===== src/rtl/audio_pkg.sv =====
// Shared types for the audio return path: sample word and SPI transmit FSM states.
package audio_pkg;

  localparam int unsigned AUDIO_W = 16;

  typedef logic [AUDIO_W-1:0] audio_t;

  typedef enum logic [1:0] {
    IDLE,
    LOAD,
    SHIFT
  } tx_state_t;

endpackage


===== src/rtl/sample_fifo.sv =====
// Small synchronous FIFO with explicit level tracking so full and empty never alias.
module sample_fifo #(
  parameter int unsigned Width = 16,
  parameter int unsigned Depth = 4
) (
  input  logic                     clk_i,
  input  logic                     rst_i,
  input  logic                     push_i,
  input  logic [Width-1:0]         wdata_i,
  input  logic                     pop_i,
  output logic [Width-1:0]         rdata_o,
  output logic [$clog2(Depth):0]   level_o,
  output logic                     full_o,
  output logic                     empty_o
);

  localparam int unsigned PtrW = $clog2(Depth);
  localparam logic [PtrW:0] LevelFull = (PtrW + 1)'(Depth);

  logic [Width-1:0] mem_q [Depth];
  logic [PtrW-1:0]  wptr_q, rptr_q;
  logic [PtrW:0]    level_q;
  logic             do_push, do_pop;

  assign full_o  = (level_q == LevelFull);
  assign empty_o = (level_q == '0);
  // A pop frees a slot in the same cycle, so a push into a full FIFO still lands.
  assign do_pop  = pop_i & ~empty_o;
  assign do_push = push_i & (~full_o | do_pop);

  always_ff @(posedge clk_i) begin
    if (do_push) mem_q[wptr_q] <= wdata_i;
  end

  always_ff @(posedge clk_i or posedge rst_i) begin
    if (rst_i) begin
      wptr_q  <= '0;
      rptr_q  <= '0;
      level_q <= '0;
    end else begin
      if (do_push) wptr_q <= wptr_q + PtrW'(1);
      if (do_pop)  rptr_q <= rptr_q + PtrW'(1);
      case ({do_push, do_pop})
        2'b10:   level_q <= level_q + (PtrW + 1)'(1);
        2'b01:   level_q <= level_q - (PtrW + 1)'(1);
        default: level_q <= level_q;
      endcase
    end
  end

  assign rdata_o = mem_q[rptr_q];
  assign level_o = level_q;

endmodule


===== src/rtl/spi_audio_return.sv =====
// SPI mode-0 slave transmitter: drains buffered audio samples MSB first on MISO,
// one word per frame, with the MCU supplying sclk and an active-high select.
module spi_audio_return
  import audio_pkg::*;
#(
  parameter int unsigned clock_max   = 25_000_000,
  parameter int unsigned DATA_W      = AUDIO_W,
  parameter int unsigned FIFO_DEPTH  = 4,
  parameter int unsigned SYNC_STAGES = 2
) (
  input  logic                          clk_25mhz,
  input  logic                          reset,
  input  logic [DATA_W-1:0]             sample_in,
  input  logic                          sample_valid,
  input  logic                          sclk_in,
  input  logic                          active_in,
  output logic                          miso_out,
  output logic                          miso_oe,
  output logic [$clog2(FIFO_DEPTH):0]   fifo_level,
  output logic                          frame_done,
  output logic                          overflow,
  output logic                          underrun
);

  localparam int unsigned CntW = $clog2(DATA_W + 1);
  // Shortest legal sclk half period in system clocks (sclk <= clock_max / 8).
  localparam int unsigned MinHalf = clock_max / (2 * (clock_max / 8));

  // Top bit of each pipe is the edge-detect register behind the synchronizer.
  logic [SYNC_STAGES:0] sclk_pipe_q, act_pipe_q;
  logic sclk_s, sclk_prev, act_s, act_prev;
  logic sclk_rise, sclk_fall, act_rise;

  tx_state_t         state_q;
  logic [DATA_W-1:0] shift_q;
  logic [CntW-1:0]   cnt_q;
  logic              reload_q;

  logic              fifo_pop, fifo_full, fifo_empty;
  logic [DATA_W-1:0] fifo_rdata;

  always_ff @(posedge clk_25mhz or posedge reset) begin
    if (reset) begin
      sclk_pipe_q <= '0;
      act_pipe_q  <= '0;
    end else begin
      sclk_pipe_q <= {sclk_pipe_q[SYNC_STAGES-1:0], sclk_in};
      act_pipe_q  <= {act_pipe_q[SYNC_STAGES-1:0], active_in};
    end
  end

  assign sclk_s    = sclk_pipe_q[SYNC_STAGES-1];
  assign sclk_prev = sclk_pipe_q[SYNC_STAGES];
  assign act_s     = act_pipe_q[SYNC_STAGES-1];
  assign act_prev  = act_pipe_q[SYNC_STAGES];
  assign sclk_rise = sclk_s & ~sclk_prev;
  assign sclk_fall = ~sclk_s & sclk_prev;
  assign act_rise  = act_s & ~act_prev;

  assign fifo_pop = (state_q == LOAD) & act_s;

  sample_fifo #(
    .Width (DATA_W),
    .Depth (FIFO_DEPTH)
  ) u_fifo (
    .clk_i   (clk_25mhz),
    .rst_i   (reset),
    .push_i  (sample_valid),
    .wdata_i (sample_in),
    .pop_i   (fifo_pop),
    .rdata_o (fifo_rdata),
    .level_o (fifo_level),
    .full_o  (fifo_full),
    .empty_o (fifo_empty)
  );

  always_ff @(posedge clk_25mhz or posedge reset) begin
    if (reset) begin
      state_q    <= IDLE;
      shift_q    <= '0;
      cnt_q      <= '0;
      reload_q   <= 1'b0;
      frame_done <= 1'b0;
      underrun   <= 1'b0;
      overflow   <= 1'b0;
    end else begin
      frame_done <= 1'b0;
      if (sample_valid && fifo_full && !fifo_pop) overflow <= 1'b1;
      // Deselect wins over everything; a partial word is simply dropped.
      if (!act_s) begin
        state_q  <= IDLE;
        reload_q <= 1'b0;
      end else begin
        case (state_q)
          IDLE: if (act_rise) state_q <= LOAD;
          LOAD: begin
            if (fifo_empty) begin
              shift_q  <= '0;
              underrun <= 1'b1;
            end else begin
              shift_q <= fifo_rdata;
            end
            cnt_q    <= '0;
            reload_q <= 1'b0;
            state_q  <= SHIFT;
          end
          SHIFT: begin
            if (sclk_rise) begin
              cnt_q <= cnt_q + CntW'(1);
              if (cnt_q == CntW'(DATA_W - 1)) begin
                frame_done <= 1'b1;
                reload_q   <= 1'b1;
              end
            end
            if (sclk_fall) begin
              if (reload_q) state_q <= LOAD;
              else          shift_q <= {shift_q[DATA_W-2:0], 1'b0};
            end
          end
          default: state_q <= IDLE;
        endcase
      end
    end
  end

  assign miso_oe  = act_s;
  assign miso_out = act_s & shift_q[DATA_W-1];

  // Cycles since the last synchronized sclk edge; only feeds the rate check below.
  logic [2:0] gap_q;

  always_ff @(posedge clk_25mhz or posedge reset) begin
    if (reset) begin
      gap_q <= '1;
    end else if (sclk_rise || sclk_fall) begin
      gap_q <= '0;
    end else if (gap_q != '1) begin
      gap_q <= gap_q + 3'd1;
    end
  end

  always_ff @(posedge clk_25mhz) begin
    if (!reset && state_q == SHIFT && (sclk_rise || sclk_fall)) begin
      assert (32'(gap_q) >= MinHalf - 1);
    end
  end

endmodule


===== config.mk =====
export PLATFORM = sky130hd
export DESIGN_NAME = spi_audio_return
export DESIGN_NICKNAME = d
export VERILOG_FILES = /design/src/rtl/audio_pkg.sv /design/src/rtl/sample_fifo.sv /design/src/rtl/spi_audio_return.sv
export SDC_FILE = /design/constraint.sdc
export NUM_CORES = 1
export LEC_CHECK = 0
export ABC_CLOCK_PERIOD_IN_PS = 2400
export BUFFER_PORTS_ARGS = -buffer_cell sky130_fd_sc_hd__buf_2
export CAP_MARGIN = 0
export CORE_MARGIN = 2
export CORE_UTILIZATION = 52
export DETAILED_ROUTE_END_ITERATION = 7
export PLACE_DENSITY = 0.73
export SYNTH_ARGS = -nofsm -noshare
export SYNTH_HDL_FRONTEND = slang
export SYNTH_HIERARCHICAL = 1
export SYNTH_SLANG_ARGS = --single-unit

===== constraint.sdc =====
create_clock -name clk_25mhz -period 2.4 [get_ports clk_25mhz]
set_input_delay 0.48 -clock clk_25mhz [delete_from_list [all_inputs] [get_ports clk_25mhz]]
set_output_delay 0.48 -clock clk_25mhz [all_outputs]
set_load 0.02 [all_outputs]

==> results.py <==
metrics = {
    "power": {
        "vdd_ir_drop_max_uv": 557,
        "power.leakage_nw": 1.98,
        "pwr_density_cell_nw_per_um2": 1060,
    },
    "clocking": {
        "root_buffer": "clkbuf_8",
        "cts_resized": 0,
        "clk_path_buf_depth": 2,
        "clock_latency_ns": 0.36,
        "holdBufCountCts": 0,
        "cts-buffers-inserted": 9,
        "cts.htree.levels": 3,
        "path_clk_slew_ns": 0.10,
        "cts_num_sinks": 104,
        "cts_tree": "done",
        "postCtsSetupRepairBufs": 0,
    },
    "sta": {
        "fmax_ghz": 0.466,
        "finalSetupViolCount": 0,
        "period_needed_ns": 2.14,
        "finalHoldViolations": 0,
        "tns_ns": 0,
        "relSlewSlack_pct": 68.3,
        "drv_slew": 0,
        "worst_pin_slew_ns": 0.475,
        "timing.final.crit_share_pct": 89.4,
        "skew_ns": 0.00912,
        "rsz0062_at_grt": "no",
    },
    "critical_path": {
        "critPathMaxFanout": 8,
        "endpoint_kind": "flop",
        "startpoint_type": "flop",
        "arrival_ns": 2.39,
        "crit_type": "reg2reg",
        "crit_required_ns": 2.64,
    },
    "outcome": {
        "status": "completed",
    },
    "synth": {
        "ys.warnings.count": 6,
        "synth.top_cells.by_count": "edfxtp_1, dfrtp_1, mux2i_1",
        "synth_simple_gate_area_share_pct": 7.51,
        "async_reset_ff_share_pct": 38.5,
        "synth_adder_area_share_pct": 2.14,
        "synth.top_cells.by_area": "edfxtp_1, dfrtp_1, mux4_2",
        "ys_ff_latch": 104,
        "synth.area.mux_share_pct": 16.4,
        "synth_most_common_cell": "edfxtp_1",
        "synth.net_count": 301,
        "synth_cells": 273,
        "synth_cell_types": 52,
        "yosys.area.top_type": "edfxtp_1",
        "synth.avg_cell_area_sq_um": 16.3,
        "netlist_area_sq_um": 4450,
        "synth_edf_count": 64,
        "synth_compound_area_share_pct": 3.74,
        "yosysTopAreaCellShare_pct": 43.2,
        "seq_area_frac_synth_pct": 65.7,
        "synth_top_flop_cell": "edfxtp_1",
        "synth_xor_area_share_pct": 1.18,
        "synth_top_family_by_area": "multiplexers",
    },
    "place": {
        "numPortBuffers": 28,
        "gp_congestion": 0.815,
        "hpwl_mm": 4.73,
    },
    "floorplan": {
        "io_pins": 29,
        "num_rows": 33,
        "dieArea_sq_um": 9300,
        "start_util_pct": 53.8,
        "core_area_sq_um": 8260,
        "die_h_microns": 96.5,
        "die_w_microns": 96.5,
    },
    "global_routing": {
        "grt_pass1_wl_mm": 11.9,
        "grt_pass1_vias": 2362,
        "grt_use_total_pct": 17.3,
        "grt_max_degree": 34,
        "grt_overflow": 0,
        "antenna_found_initial": 0,
    },
    "layout": {
        "final_core_util_pct": 59.5,
        "fillCellCount": 632,
        "regArea_sq_um": 2920,
        "num_antenna_cells": 0,
        "multi_input_area_sq_um": 1380,
        "nets": 339,
        "drive_gt1_share_pct": 27.5,
        "area_delta_synth_final_pct": 10.5,
    },
    "detailed_routing": {
        "vias": 2272,
        "vias_per_cell": 5.40,
        "drtPass1Iterations": 5,
        "drc": 0,
        "postRouteAntennaNets": 0,
        "drtIter0Drc": 124,
        "drt-wirelength-per-cell_microns": 16.8,
        "routed_wl_mm": 7.07,
    },
    "hold_path": {
        "min_path_type": "in2async",
    },
    "job": {
        "maxCapViolCount": 0,
    },
}
layout by cell type, fill, tap and decap left out, types with 3 or more instances in the layout:
master,n
nand2_1,3
nand2b_1,10
xnor2_1,4
ha_1,6
mux2_4,5
nor2_1,7
buf_4,11
o21ai_0,4
and2_2,4
inv_1,16
dfrtp_1,40
edfxtp_1,64
mux2i_1,19
buf_2,28
clkbuf_8,9
nand3_1,4
mux2_1,9
nor2b_1,11
mux4_2,16
inv_8,3
layout make-up:
cell class / instances / share of cell area (%)
flip-flops and latches: 104 / 59.5
multi-input cells: 139 / 28.1
repair buffers: 39 / 4.53
well taps: 105 / 2.67
clock buffers: 10 / 2.60
inverters: 18 / 1.38
clock inverters: 6 / 1.22
layer usage:
metal	GRT usage (%)	routed length, microns
met1	24.7	3380
met2	27.0	3400
met5	0	0
met4	4.93	71
met3	4.19	219
critical path, stage by stage (launching register included):
cell	delay [ns]
dfrtp_1	0.47
nor2b_2	0.23
nand2_2	0.10
inv_2	0.06
nand2b_1	0.08
or2_2	0.29
fa_1	0.38
nand2b_1	0.17
o211ai_1	0.17
nand3_1	0.09
worst paths after layout:
kind | from | endpoint | slack [ns] | cells after the start
max in group asynchronous | reset | cnt_q[3] | 1.88 | 3
worst max-delay path | state_q[1] | u_fifo/level_o[2] | 0.26 | 9
worst min register to register | act_pipe_q[0] | act_pipe_q[1] | 0.37 | 0
worst max register to register | state_q[1] | u_fifo/level_o[2] | 0.26 | 9
min in group clk_25mhz | active_in | act_pipe_q[0] | 0.23 | 1
worst min-delay path | reset | u_fifo/level_o[2] | 0.06 | 2
cells by family after synthesis:
logic type | after synthesis
buffers and inverters | 30
DFF | 104
AOI/OAI and AO/OA | 22
and+or+nand+nor | 55
adders and majority gates | 7
xor gates and xnor gates | 6
muxes | 49
through the flow:
stage / setup slack (ns) / hold WS, ns / instances / total power [mW] / cell area (sq um)
final: 0.256 / 0.0607 / 421 / 5.20 / 4910
after global routing: 0.0974 / 0.0522 / 421 / 5.54 / 4910
after CTS: 0.254 / 0.0543 / 421 / 5.27 / 4910
after detailed placement: 0.276 / 0.355 / 405 / 4.23 / 4720
after global placement: 0.364 / 0.338 / 405 / 4.18 / 4720
after floorplan: 0.146 / 0.283 / 273 / 3.78 / 4450
sequential cells by signal, indices dropped and copies added (netlist names):
| signal | count |
|---|---|
| u_fifo/mem_q | 64 |
| shift_q | 16 |
| cnt_q | 5 |
| act_pipe_q | 3 |
| sclk_pipe_q | 3 |
| u_fifo/level_o | 3 |
| state_q | 2 |
| u_fifo/rptr_q | 2 |
| u_fifo/wptr_q | 2 |
| frame_done | 1 |
| overflow | 1 |
| reload_q | 1 |
| underrun | 1 |
where the power goes:
part           total (mW)  internal [mW]  switching, mW
sequential           2.60           2.35          0.251
clock                1.03          0.409          0.624
combinational        1.56          0.814          0.749
(Power assumes the default switching activity.)
